**config.mk**
```make
export PLATFORM = sky130hd
export DESIGN_NAME = btb
export DESIGN_NICKNAME = d
export VERILOG_FILES = /design/src/rtl/btb.sv
export SDC_FILE = /design/constraint.sdc
export NUM_CORES = 2
export LEC_CHECK = 0
export BUFFER_PORTS_ARGS = -buffer_cell sky130_fd_sc_hd__buf_2
export CAP_MARGIN = 40
export CORE_ASPECT_RATIO = 1.1
export CORE_MARGIN = 5
export CORE_UTILIZATION = 45
export CTS_CLUSTER_DIAMETER = 80
export DETAILED_ROUTE_END_ITERATION = 10
export HOLD_SLACK_MARGIN = 0.03
export PLACE_DENSITY = 0.68
export SYNTH_ARGS = -nofsm -noshare
export SYNTH_HDL_FRONTEND = slang
export SYNTH_SLANG_ARGS = --single-unit
```
**constraint.sdc**
```tcl
create_clock -name clk_i -period 3 [get_ports clk_i]
set_input_delay 0.15 -clock clk_i [delete_from_list [all_inputs] [get_ports clk_i]]
set_output_delay 0.15 -clock clk_i [all_outputs]
set_load 0.01 [all_outputs]
```
**src/rtl/btb.sv**
```systemverilog
// Branch target buffer: direct-mapped table giving a combinational taken/target
// hint for the fetch PC and learning from branches resolved in EX.
//
// Packed layout of branch_predict_i (branchpredict), MSB first:
//   [132:69] pc, [68:5] target_address, [4] is_mispredict, [3] is_taken,
//   [2] is_lower_16, [1] valid, [0] clear
// Packed layout of branch_predict_o (branchpredict_sbe), MSB first:
//   [66] valid, [65:2] predict_address, [1] predict_taken, [0] is_lower_16
module btb #(
  parameter int unsigned NR_ENTRIES              = 8,
  parameter int unsigned BITS_SATURATION_COUNTER = 2
) (
  input  logic         clk_i,
  input  logic         rst_ni,
  input  logic         flush_i,
  input  logic [63:0]  vpc_i,
  input  logic [132:0] branch_predict_i,
  output logic [66:0]  branch_predict_o
);

  localparam int unsigned IdxW = (NR_ENTRIES > 1) ? $clog2(NR_ENTRIES) : 1;
  localparam int unsigned CntW = BITS_SATURATION_COUNTER;

  localparam logic [CntW-1:0] CntMax   = '1;
  localparam logic [CntW-1:0] CntWeakT = CntW'(1) << (CntW - 1);
  localparam logic [CntW-1:0] CntWeakN = CntWeakT - CntW'(1);

  // Unpacked update fields
  logic [63:0] upd_pc;
  logic [63:0] upd_target;
  logic        upd_mispredict;
  logic        upd_taken;
  logic        upd_lower;
  logic        upd_valid;
  logic        upd_clear;

  assign upd_pc         = branch_predict_i[132:69];
  assign upd_target     = branch_predict_i[68:5];
  assign upd_mispredict = branch_predict_i[4];
  assign upd_taken      = branch_predict_i[3];
  assign upd_lower      = branch_predict_i[2];
  assign upd_valid      = branch_predict_i[1];
  assign upd_clear      = branch_predict_i[0];

  // Mispredict flag is informational only; it never steers the table.
  logic unused_mispredict;
  assign unused_mispredict = upd_mispredict;

  // Table state
  logic            valid_q  [NR_ENTRIES];
  logic            valid_d  [NR_ENTRIES];
  logic [63:0]     pc_q     [NR_ENTRIES];
  logic [63:0]     pc_d     [NR_ENTRIES];
  logic [63:0]     target_q [NR_ENTRIES];
  logic [63:0]     target_d [NR_ENTRIES];
  logic            lower_q  [NR_ENTRIES];
  logic            lower_d  [NR_ENTRIES];
  logic [CntW-1:0] cnt_q    [NR_ENTRIES];
  logic [CntW-1:0] cnt_d    [NR_ENTRIES];

  logic [IdxW-1:0] lk_idx;
  logic [IdxW-1:0] upd_idx;
  logic            lk_hit;
  logic            upd_hit;

  assign lk_idx  = vpc_i[2 +: IdxW];
  assign upd_idx = upd_pc[2 +: IdxW];
  assign lk_hit  = valid_q[lk_idx] && (pc_q[lk_idx] == vpc_i);
  assign upd_hit = valid_q[upd_idx] && (pc_q[upd_idx] == upd_pc);

  // Lookup: reads only registered state, so an update is seen from the next cycle
  always_comb begin
    branch_predict_o = '0;
    if (lk_hit) begin
      branch_predict_o = {1'b1, target_q[lk_idx], cnt_q[lk_idx][CntW-1], lower_q[lk_idx]};
    end
  end

  // Next-state: one update per cycle, flush overrides it
  always_comb begin
    valid_d  = valid_q;
    pc_d     = pc_q;
    target_d = target_q;
    lower_d  = lower_q;
    cnt_d    = cnt_q;

    if (upd_valid) begin
      if (upd_clear) begin
        valid_d[upd_idx] = 1'b0;
      end else if (upd_hit) begin
        // Train existing entry with a saturating counter
        if (upd_taken) begin
          if (cnt_q[upd_idx] != CntMax) cnt_d[upd_idx] = cnt_q[upd_idx] + CntW'(1);
          target_d[upd_idx] = upd_target;
        end else if (cnt_q[upd_idx] != '0) begin
          cnt_d[upd_idx] = cnt_q[upd_idx] - CntW'(1);
        end
        lower_d[upd_idx] = upd_lower;
      end else begin
        // Allocate, evicting whatever aliased into this slot
        valid_d[upd_idx]  = 1'b1;
        pc_d[upd_idx]     = upd_pc;
        lower_d[upd_idx]  = upd_lower;
        cnt_d[upd_idx]    = upd_taken ? CntWeakT : CntWeakN;
        target_d[upd_idx] = upd_taken ? upd_target : 64'h0;
      end
    end

    if (flush_i) begin
      for (int i = 0; i < NR_ENTRIES; i++) valid_d[i] = 1'b0;
    end
  end

  // Table registers with asynchronous clear
  always_ff @(posedge clk_i or negedge rst_ni) begin
    if (!rst_ni) begin
      for (int i = 0; i < NR_ENTRIES; i++) begin
        valid_q[i]  <= 1'b0;
        pc_q[i]     <= '0;
        target_q[i] <= '0;
        lower_q[i]  <= 1'b0;
        cnt_q[i]    <= '0;
      end
    end else begin
      for (int i = 0; i < NR_ENTRIES; i++) begin
        valid_q[i]  <= valid_d[i];
        pc_q[i]     <= pc_d[i];
        target_q[i] <= target_d[i];
        lower_q[i]  <= lower_d[i];
        cnt_q[i]    <= cnt_d[i];
      end
    end
  end

endmodule

```
# Word level (Yosys, flattened, before mapping)
# Cells that the tools add are included.
# Widths: inputs -> output; s select.
# classes
n_eq_ne,7
addsub,2
magnitude_cmp,3
n_mux,50
reduce_logical,10
n_bitwise,7
# op_table
op,count
$bwmux 512,3
$mux 512,2
$bmux 64 s3,3
$mux 64,8
$demux 64 s3,1
$eq 64x64->1,2
$mux 67,1
$mux 16,4
$bwmux 16,3
$mux 8,4
$bmux 2 s3,2
$mux 2,6
$bmux 1 s3,3
$and 8x8->8,1
$bwmux 8,1
$ge 4x4->1 const B,2
$not 3->4,2
$not 8->8,1
$or 8x8->8,1
$mux 1,7
$demux 2 s3,1
$ne 3x2->1 const B,2
$reduce_and 3->1,2
$lt 4x1->1 const B,1
10 further kinds,16
# totals
regBits,1056
output_inout_bits,67

# Longest topological paths before layout
# depth
word_depth,10
ltp_mapped,17

# Worst setup path after synthesis
# OpenSTA, ideal clock, no wires.
# synth_timing
path_kind,input to register
startpoint,input port branch_predict_i[72]
endpoint,register pc_q[504] in the netlist's numbering
stages,15
arrival_time_ns,3.394
n_path_buf,6
required_ns,2.872
setup_time_ns,0.128
slack_ns,-0.522
cell_sequence,buf_2 -> buf_2 -> buf_2 -> clkbuf_1 -> mux4_2 -> mux2i_1 -> xor2_1 -> nand2_1 -> nor4_1 -> nand2_1 -> nor4_1 -> buf_4 -> nor2_2 -> buf_2 -> mux2_1
# synth_between
elab_chain_cells,8
word_cells_on_any_way,17
classes_between,order compare (2); eq/ne (1); mux (9); bitwise (2); reduce/logical (3)
# synth_lines
item,line_no,text
from (decl),17,"input logic [132:0] branch_predict_i,"
$not 3->4 (not written as such),"69, 102",
$bmux 64 s3,69,assign upd_hit = valid_q[upd_idx] && (pc_q[upd_idx] == upd_pc);
$mux 64 (not written as such) (2 in series),69,
$eq 64x64->1,69,
$logic_and 1x1->1,69,
$not 1->1 (no line),-,
$reduce_and 3->1 (no line),-,
"to (signal, indexed assignment)",127,pc_q[i] <= pc_d[i];
to (decl),52,logic [63:0] pc_q [NR_ENTRIES];
# Several ways; a longest one is shown, not always the timed one. The select of a mux whose other input is x is not followed.
# A chain may end at the register's enable or synchronous reset.

# Worst setup path in the final report
# layout_timing
startpoint,register pc_q[25] in the netlist's numbering
endpoint,output port branch_predict_o[47]
# layout_between
elab_chain_cells,6
# layout_lines
item,line_no,text
$bmux 64 s3,68,assign lk_hit = valid_q[lk_idx] && (pc_q[lk_idx] == vpc_i);
$mux 64 (not written as such) (2 in series),68,
$eq 64x64->1,68,
$logic_and 1x1->1,68,
$mux 67,74,if (lk_hit) begin
to (decl),18,output logic [66:0] branch_predict_o
# Every way passes these cells. The select of a mux whose other input is x is not followed.

==> results.toml <==
[status]
status = "complete, but fails checks"
violations = "negative setup slack"

[drt]
drt-total-wl_mm = 185.4
ant_nets = 0
avgRoutedWirePerCell_um = 29.87
drt_iter0_drc = 3688
via_count = 39010
viasPerCell = 6.285
dr.pass1.iters = 5
drcViolationCount = 0

[grt]
overflow = 0
track_usage_pct = 29.39
antenna_found_initial = 20
grt_use_met2_pct = 47.80
gr-usage-met1_pct = 38.74
use_met3_pct = 5.972
top_usage_layer = "met2"
grt_pass1_vias = 41570
grt_start_max_net_pins = 83
grt_pass1_wl_mm = 273.7

[die]
initial_core_util_pct = 45.25
dieArea_um2 = 121700
dieHeight_um = 365.4
die-width_um = 333.1
ios = 267
rows = 130
core_um2 = 114200

[setup_path]
crit_arrival_ns = 4.12
cp_max_fo = 7
start_kind = "flop"
critPathCaptureType = "output port"
required_ns = 2.85
crit_type = "flop to output port"

[timing]
fin_crit_sh_pct = 142.4
clock.fmax_ghz = 0.2341
finalWorstSetupSlack_ns = -1.272
fin_skew_ns = 0.04628
fin_crit_ns = 4.272
finalSetupViolCount = 1112
slew_viol_final = 0
rsz0062_at_grt = "true"
finalHoldViolCount = 0
fin_tns_setup_ns = -743.41
worst_slew_pin_slew_ns = 0.8022
relSlewSlack_pct = 46.13

[synth]
syn_area_per_cell_um2 = 14.48
yosys_warnings = 0
synth_compound_area_share_pct = 10.62
ys_ff_latch = 1056
syn_inst = 3569
synth-simple-area-share_pct = 2.831
synthFlopType = "dfrtp_1"
ys_types = 61
synth_xor_area_share_pct = 1.627
synthAdderAreaFrac_pct = 0.04843
async_flop_share_pct = 100.0
syn_area_um2 = 51670
synth_top_family_by_area = "multiplexers"
syn_nets = 3771
ys_seq_area_share_pct = 51.14
synth_edf_count = 0
synthMuxAreaShare_pct = 30.55

[cts]
clkTransAtPathRegs_ns = 0.06
clockBufferDepth = 3
numCtsBuffers = 113
cts_tree = "done"
root_buffer = "clkbuf_16"
worstSkewPairLatency_ns = 0.72
htreeDepth = 3
clkSinkCount = 1056

[layout]
final_nets = 4780
area_growth_pct = 38.71
drive_above_1_share_pct = 48.82

[worst_hold_path]
hold_path_class = "input port to asynchronous set/reset pin"

[place]
gp_congestion = 0.8890
place_ws_ns = -0.8837
dpl.hpwl_mm = 106.6
io_buffers = 265

[power_and_ir_drop]
cellPowerDensity_nw_per_um2 = 635.8
ir_drop_uv = 505.9
power_leakage_nw = 31.67

[flow_run]
max-cap-violations = 0
-- per-layer routing --
metal	part of all wire (%)	up-vias
met5	0.023	-
met4	4.9	8
met3	8.5	458
met2	48	2040
met1	39	20600
li1	-	15910
-- cells in the mapped netlist (all sizes together), types with 8 or more instances --
cell type | instances | share of area (%)
buf | 235 | 2.2
o22a | 16 | 0.27
a221oi | 9 | 0.15
xor2 | 48 | 0.81
a22oi | 9 | 0.13
or3 | 10 | 0.12
a21oi | 22 | 0.21
clkbuf | 125 | 0.91
or2 | 13 | 0.16
nand3 | 9 | 0.087
o21ai | 22 | 0.21
nand4 | 17 | 0.21
o2bb2ai | 512 | 8.7
mux4 | 345 | 15
nor4 | 18 | 0.22
nor2b | 14 | 0.17
nor2 | 88 | 0.69
xnor2 | 48 | 0.81
nand2 | 107 | 0.78
mux2 | 519 | 11
inv | 9 | 0.065
o22ai | 20 | 0.24
o21bai | 8 | 0.12
nor3 | 8 | 0.077
dfrtp | 1056 | 51
mux2i | 217 | 4.2
-- worst max-delay path, stage by stage, from the launching register on --
cell     delay (ns)
dfrtp_1        0.39
buf_4          0.14
mux4_2         0.47
mux2i_1        0.25
buf_4          0.17
xnor2_1        0.10
nor4_4         0.15
buf_4          0.17
nand4_1        0.24
nor4_2         0.23
buf_4          0.17
nand4_1        0.09
buf_6          0.15
buf_12         0.14
buf_8          0.13
buf_16         0.15
nor2_4         0.14
buf_6          0.13
-- timing repair --
item                                    in CTS  in global routing
setup buffers                               67                 54
resized for setup                          251                211
gates cloned                                70                 20
hold buffers                               130                  0
endpoints found under the hold margin     1259                  0
endpoints found under the setup margin    1112               1112
pin swaps                                   41                 25
-- cell families (layout without fill, tap and decap cells) --
kind of cell	Yosys count	in the layout
muxes	1081	1081
DFF	1056	1056
AOI/OAI and AO/OA	656	656
buffers and inverters	370	1467
and+or+nand+nor	308	314
xor gates and xnor gates	96	96
adders and majority gates	2	2
other	0	17
-- cell type report --
| class | instances | area, um^2 |
|---|---|---|
| Clock inverter | 46 | 725.7 |
| Sequential cell | 1056 | 26430 |
| Timing Repair Buffer | 1248 | 13030 |
| Tap cell | 1518 | 1899 |
| Fill cell | 8067 | 42510 |
| Antenna cell | 17 | 42.54 |
| Inverter | 10 | 37.54 |
| Multi-Input combinational cell | 2149 | 26190 |
| Clock buffer | 163 | 3327 |
-- worst paths after layout --
| kind | from | to | slack [ns] | cells after the start |
|---|---|---|---|---|
| setup / recovery | pc_q[25] | branch_predict_o[47] | -1.27 | 17 |
| min in group clk_i | branch_predict_i[3] | target_q[463] | 0.09 | 3 |
| hold reg to reg | target_q[22] | target_q[22] | 0.48 | 1 |
| hold / removal | rst_ni | target_q[247] | 0.02 | 2 |
| max in group asynchronous | rst_ni | target_q[223] | 1.81 | 4 |
| setup reg to reg | pc_q[268] | pc_q[402] | -0.82 | 16 |
-- flip-flops by register name (all words and copies together), names as in the netlist --
signal / cells
cnt_q: 16
lower_q: 8
pc_q: 512
target_q: 512
valid_q: 8
-- metrics by stage --
stage | cells | area [um^2] | util (%) | power (mW) | hold slack, ns
5_1_grt | 6199 | 71660 | 62.75 | 47.20 | 0.06610
2_1_floorplan | 3569 | 53110 | - | 24.64 | -0.1456
4_1_cts | 6139 | 70270 | 61.54 | 45.07 | 0.03552
3_3_place_gp | 5662 | 61080 | 53.49 | 28.86 | 0.2053
6_report | 6207 | 71680 | 62.77 | 45.57 | 0.02031
3_5_place_dp | 5665 | 61160 | 53.56 | 29.23 | 0.2300
-- report_power, final --
part           internal, mW  switching, mW
clock                  9.01           6.17
sequential             16.9           1.83
combinational          7.18           4.43
-- layout by cell type, fill, tap and decap left out, types with 16 or more instances in the layout --
| cell | n |
|---|---|
| dfrtp_1 | 1056 |
| buf_4 | 561 |
| o2bb2ai_1 | 455 |
| mux2_4 | 419 |
| mux4_2 | 345 |
| buf_2 | 240 |
| mux2i_1 | 214 |
| buf_12 | 162 |
| clkbuf_16 | 137 |
| dlygate4sd3_1 | 130 |
| nand2_1 | 101 |
| mux2_2 | 62 |
| buf_6 | 59 |
| o2bb2ai_2 | 55 |
| nor2_1 | 51 |
| xor2_1 | 48 |
| buf_16 | 46 |
| xnor2_1 | 45 |
| mux2_1 | 38 |
| nor2_4 | 31 |
| clkbuf_8 | 29 |
| o21ai_0 | 22 |
| o22ai_1 | 20 |
| clkbuf_1 | 20 |
| buf_8 | 18 |
| diode_2 | 17 |
| nand4_1 | 17 |
| o22a_1 | 16 |
Note: power is estimated with default switching activity, not from simulation.
